## src/rtl/pll_seq_pkg.sv

```systemverilog
// Shared types and constants for the PLL lock sequencer.
package pll_seq_pkg;

    typedef enum logic [2:0] {
        PLL_RST,
        WAIT_LOCK,
        STABLE,
        RUN,
        FAIL
    } pll_seq_state_t;

    localparam int LOSS_CNT_W = 8;

    function automatic int max3(input int a, input int b, input int c);
        int m;
        m = (a > b) ? a : b;
        return (m > c) ? m : c;
    endfunction

endpackage

```

## src/rtl/sync_2ff.sv

```systemverilog
// Two-flop synchronizer for asynchronous level inputs, resets to 0.
module sync_2ff #(
    parameter int WIDTH = 1
) (
    input  logic             clk,
    input  logic             rst,
    input  logic [WIDTH-1:0] d,
    output logic [WIDTH-1:0] q
);

    logic [WIDTH-1:0] meta;

    always_ff @(posedge clk or posedge rst) begin
        if (rst) begin
            meta <= '0;
            q    <= '0;
        end else begin
            meta <= d;
            q    <= meta;
        end
    end

endmodule

```

## src/rtl/pll_lock_seq.sv

```systemverilog
// PLL power-up/recovery sequencer: reset pulse, lock wait with timeout and
// retries, lock stability qualification, then downstream reset release.
module pll_lock_seq
    import pll_seq_pkg::*;
#(
    parameter int RST_CYCLES   = 16,
    parameter int LOCK_STABLE  = 256,
    parameter int LOCK_TIMEOUT = 65536,
    parameter int MAX_RETRY    = 3,
    localparam int RETRY_W     = (MAX_RETRY > 0) ? $clog2(MAX_RETRY + 1) : 1
) (
    input  logic                  clk,
    input  logic                  rst,
    input  logic                  pll_locked,
    input  logic                  force_reset,
    output logic                  pll_resetb,
    output logic                  rst_out,
    output logic                  ready,
    output logic                  fail,
    output logic [RETRY_W-1:0]    retry_cnt,
    output logic [LOSS_CNT_W-1:0] loss_cnt
);

    localparam int CNT_MAX = max3(RST_CYCLES, LOCK_STABLE, LOCK_TIMEOUT);
    localparam int CNT_W   = (CNT_MAX > 1) ? $clog2(CNT_MAX) : 1;

    localparam logic [CNT_W-1:0]   RST_LAST     = CNT_W'(RST_CYCLES - 1);
    localparam logic [CNT_W-1:0]   STABLE_LAST  = CNT_W'(LOCK_STABLE - 1);
    localparam logic [CNT_W-1:0]   TIMEOUT_LAST = CNT_W'(LOCK_TIMEOUT - 1);
    localparam logic [RETRY_W-1:0] RETRY_LAST   = RETRY_W'(MAX_RETRY);

    pll_seq_state_t          state, state_nxt;
    logic [CNT_W-1:0]        cnt, cnt_nxt;
    logic [RETRY_W-1:0]      retry_nxt;
    logic [LOSS_CNT_W-1:0]   loss_nxt;
    logic                    lock_s;

    sync_2ff #(.WIDTH(1)) u_lock_sync (
        .clk (clk),
        .rst (rst),
        .d   (pll_locked),
        .q   (lock_s)
    );

    // A lock drop in STABLE is checked before the stable-count expiry so a
    // glitch on the final count still falls back to WAIT_LOCK.
    always_comb begin
        state_nxt = state;
        cnt_nxt   = cnt;
        retry_nxt = retry_cnt;
        loss_nxt  = loss_cnt;
        if (force_reset) begin
            state_nxt = PLL_RST;
            cnt_nxt   = '0;
            retry_nxt = '0;
        end else begin
            case (state)
                PLL_RST: begin
                    if (cnt == RST_LAST) begin
                        state_nxt = WAIT_LOCK;
                        cnt_nxt   = '0;
                    end else begin
                        cnt_nxt = cnt + 1'b1;
                    end
                end
                WAIT_LOCK: begin
                    if (lock_s) begin
                        state_nxt = STABLE;
                        cnt_nxt   = '0;
                    end else if (cnt == TIMEOUT_LAST) begin
                        cnt_nxt = '0;
                        if (retry_cnt == RETRY_LAST) begin
                            state_nxt = FAIL;
                        end else begin
                            state_nxt = PLL_RST;
                            retry_nxt = retry_cnt + 1'b1;
                        end
                    end else begin
                        cnt_nxt = cnt + 1'b1;
                    end
                end
                STABLE: begin
                    if (!lock_s) begin
                        state_nxt = WAIT_LOCK;
                        cnt_nxt   = '0;
                    end else if (cnt == STABLE_LAST) begin
                        state_nxt = RUN;
                        cnt_nxt   = '0;
                    end else begin
                        cnt_nxt = cnt + 1'b1;
                    end
                end
                RUN: begin
                    if (!lock_s) begin
                        state_nxt = PLL_RST;
                        cnt_nxt   = '0;
                        retry_nxt = '0;
                        if (loss_cnt != '1) begin
                            loss_nxt = loss_cnt + 1'b1;
                        end
                    end
                end
                FAIL: begin
                end
                default: begin
                    state_nxt = PLL_RST;
                    cnt_nxt   = '0;
                end
            endcase
        end
    end

    // Outputs decode the next state so they switch on the same edge as it.
    always_ff @(posedge clk or posedge rst) begin
        if (rst) begin
            state      <= PLL_RST;
            cnt        <= '0;
            retry_cnt  <= '0;
            loss_cnt   <= '0;
            pll_resetb <= 1'b0;
            rst_out    <= 1'b1;
            ready      <= 1'b0;
            fail       <= 1'b0;
        end else begin
            state      <= state_nxt;
            cnt        <= cnt_nxt;
            retry_cnt  <= retry_nxt;
            loss_cnt   <= loss_nxt;
            pll_resetb <= !(state_nxt == PLL_RST || state_nxt == FAIL);
            rst_out    <= (state_nxt != RUN);
            ready      <= (state_nxt == RUN);
            fail       <= (state_nxt == FAIL);
        end
    end

endmodule

```

## config.mk

```make
export PLATFORM = sky130hd
export DESIGN_NAME = pll_lock_seq
export DESIGN_NICKNAME = d
export VERILOG_FILES = /design/src/rtl/pll_seq_pkg.sv /design/src/rtl/sync_2ff.sv /design/src/rtl/pll_lock_seq.sv
export SDC_FILE = /design/constraint.sdc
export NUM_CORES = 1
export LEC_CHECK = 0
export BUFFER_PORTS_ARGS = -buffer_cell sky130_fd_sc_hd__buf_2
export CAP_MARGIN = 10
export CORE_MARGIN = 4
export CORE_UTILIZATION = 58
export DETAILED_ROUTE_END_ITERATION = 8
export HOLD_SLACK_MARGIN = 0.1
export PLACE_DENSITY_LB_ADDON = 0.05
export SYNTH_ARGS = -nofsm -noshare
export SYNTH_HDL_FRONTEND = slang
export SYNTH_SLANG_ARGS = --single-unit
```

## constraint.sdc

```tcl
create_clock -name clk -period 2.9 [get_ports clk]
set_clock_uncertainty 0.1 [all_clocks]
set_input_delay 0.29 -clock clk [delete_from_list [all_inputs] [get_ports clk]]
set_output_delay 0.29 -clock clk [all_outputs]
set_load 0.03 [all_outputs]
```

==> flow_summary.toml <==
[status]
status = "finished, final reports clean"

[timing]
finalHoldViolations = 0
period_share = 0.769
slew_headroom = 0.545
drv_slew = 0
clock.fmax_mhz = 448
worstMarginPinSlew_ns = 0.681
hold_ws_ns = 0.264
finalSetupTns_ns = 0
finalSetupViolations = 0
period_needed_ns = 2.23
rsz0062_at_grt = "no"
setup_ws_ns = 0.669

[cts]
ctsResizeCount = 0
cts_buffer_depth = 2
post-cts-setup-buffers = 0
clk_pin_slew_ns = 0.11
cts_buffers = 5
cts_tree = "built"
htree_levels = 2
cts_sinks = 35
insertion_delay_ns = 0.35
cts-root-buf = "clkbuf_4"

[floorplanning]
io_pins = 18
row_count = 19
fp.coreArea_um2 = 2850
die-area_um2 = 4060
die_h_um = 63.7
die_x_um = 63.7
start_util = 0.631

[setup_path]
cp-end-kind = "flip-flop"
startpoint_type = "flip-flop"
critPathRequiredTime_ns = 3.10
arrival_ns = 2.43
critPathKind = "reg2reg"
crit_fanout = 7

[cells_and_area]
drive_gt1_frac = 0.223
final_common_cell = "dfrtp_1"
area_delta_synth_final_pct = 12.0
diodes = 0
final_cell_mix = "34 x dfrtp_1, 19 x nor2_1, 17 x buf_2"
final_cells = 224
finalNetCount = 199
fillCellCount = 235

[yosys]
muxShareOfSynthArea = 0.0264
yosysWarnings = 0
synth_area_per_cell_um2 = 10.8
syn-instance-count = 167
synth_top_family_by_area = "simple AND/OR/NAND/NOR gates"
synthSimpleGateAreaFrac = 0.266
synth-adder-area-share = 0.0208
yosysSeqAreaShare = 0.487
synth_compound_area_frac = 0.0820
synthesis.nets = 174
syn_area_um2 = 1800
ys_seq_elements = 35
yosysUniqueCellTypes = 47
synth_xor_area_frac = 0.0924

[grt]
grt_use_total = 0.193
grt-ovfl-total = 0
grt_pass1_vias = 1298
grt_start_max_net_pins = 20
antenna_found_initial = 0
grt_pass1_wl_um = 6090

[power]
vdd_drop_max_mv = 0.295
p_total_mw = 0.837
total_leakage_power_nw = 0.952
p_int_mw = 0.649
p_clk_frac = 0.361
power_frac_comb = 0.042
powerDensity_nw_per_um2 = 415
pwr-share-seq = 0.598
p_sw_mw = 0.188
p_sw_frac = 0.225

[flow_run]
maxCapViolCount = 0

[routing]
drt-vias-per-instance = 6.09
dr.first_iter.drc_count = 87
wl_per_cell_um = 15.2
drc = 0
vias = 1364
wl_um = 3420
drtAntennaViolNets = 0
drt_pre_antenna_iters = 4

[placement]
io_buffers = 17
dp_worst_setup_slack_ns = 0.673
place.gp.congestion = 0.844
dp_hpwl_um = 2510
dpl.cell_count = 213

[hold_path]
min_path_type = "reg2reg"
[power groups by stage]
stage          Combinational, mW  Clock, mW  Sequential (mW)
2_1_floorplan             0.0225          0            0.510
3_3_place_gp              0.0310          0            0.509
3_5_place_dp              0.0328          0            0.510
4_1_cts                   0.0360      0.309            0.500
5_1_grt                   0.0405      0.345            0.502
6_report                  0.0348      0.302            0.500
[repair_timing]
action | 4_1_cts | 5_1_grt
endpoints found under the setup margin | 0 | 0
hold endpoints to repair | 19 | 0
hold buffers | 3 | 0
[area by class of cell]
cell class,instances,area [um^2],share of cell area
clock buffers,8,68.8,0.0341
multi-input cells,123,878,0.436
flip-flops and latches,35,877,0.435
repair buffers,23,138,0.0683
inverters,4,15.0,0.00745
well taps,31,38.8,0.0192
[sequential cells by signal, summed over array words and instances, names as in the netlist]
| signal | count |
|---|---|
| cnt | 16 |
| fail | 1 |
| loss_cnt | 8 |
| pll_resetb | 1 |
| ready | 1 |
| retry_cnt | 2 |
| rst_out | 1 |
| state | 3 |
| u_lock_sync.meta | 1 |
| u_lock_sync.q | 1 |
[layer usage]
layer  share of wire  up-vias  global-route usage
li1                -      665                   -
met1            0.47      671               0.261
met2            0.47       22               0.296
met3           0.044        6              0.0586
met4           0.016        0              0.0647
met5               0        -                   0
[kinds of logic (layout without fill, tap and decap cells)]
kind of cell	Yosys count	after routing
xor+xnor	19	19
mux	4	4
flops	35	35
fa+ha+maj	3	3
simple gates	77	77
compound gates	20	20
buf+inv	9	35
[Yosys cell counts (all sizes together)]
cell type   n  share of area
o31ai       2         0.0083
or4b        2          0.015
nand4bb     1         0.0063
and3        3          0.010
clkbuf      1         0.0021
nor2       20          0.043
and4        4          0.019
a2111oi     1         0.0049
ha          3          0.021
nor4b       2         0.0097
a311oi      1         0.0049
a211oi      1         0.0042
a31o        1         0.0049
xnor2      15          0.073
xor2        4          0.019
nand4       9          0.035
mux2        3          0.021
a32oi       1         0.0049
inv         4         0.0083
dfstp       1          0.015
nand4b      1         0.0049
a21boi      1         0.0042
a21oi       7          0.022
nor3        5          0.014
mux2i       1         0.0056
buf         4          0.015
nand2       9          0.019
o31a        1         0.0049
or2         2         0.0069
a32o        1         0.0056
or4bb       1         0.0069
or3b        1         0.0049
a221o       1         0.0056
dfrtp      34           0.47
a21o        2         0.0083
nor4        6          0.029
nor2b       1         0.0035
nor3b       2         0.0083
and2        1         0.0035
nand3       7          0.026
[critical path: stages, from the launching register on]
cell and delay, ns:
dfrtp_1 0.41, ha_1 0.27, nand3_4 0.14, nor4_4 0.35, or4b_4 0.52, mux2_4 0.31, nor2_2 0.07
[per-stage QoR]
stage	area [um^2]	utilization
floorplan	1800	-
global placement	1920	0.672
detailed placement	1920	0.672
CTS	2020	0.707
global route	2020	0.707
finish	2020	0.707
[path summary, 6_finish.rpt]
check	slack, ns	endpoint	cells after the start	start
max	0.67	retry_cnt[0]$_DFFE_PP0P_	6	cnt[0]$_DFFE_PP0P_
max in group asynchronous	1.55	cnt[4]$_DFFE_PP0P_	4	rst
max reg2reg	0.67	retry_cnt[0]$_DFFE_PP0P_	6	cnt[0]$_DFFE_PP0P_
min reg2reg	0.26	u_lock_sync.q$_DFF_PP0_	0	u_lock_sync.meta$_DFF_PP0_
min in group asynchronous	0.47	retry_cnt[0]$_DFFE_PP0P_	3	rst
min	0.26	u_lock_sync.q$_DFF_PP0_	0	u_lock_sync.meta$_DFF_PP0_
Power figures use the tool's default switching activity.
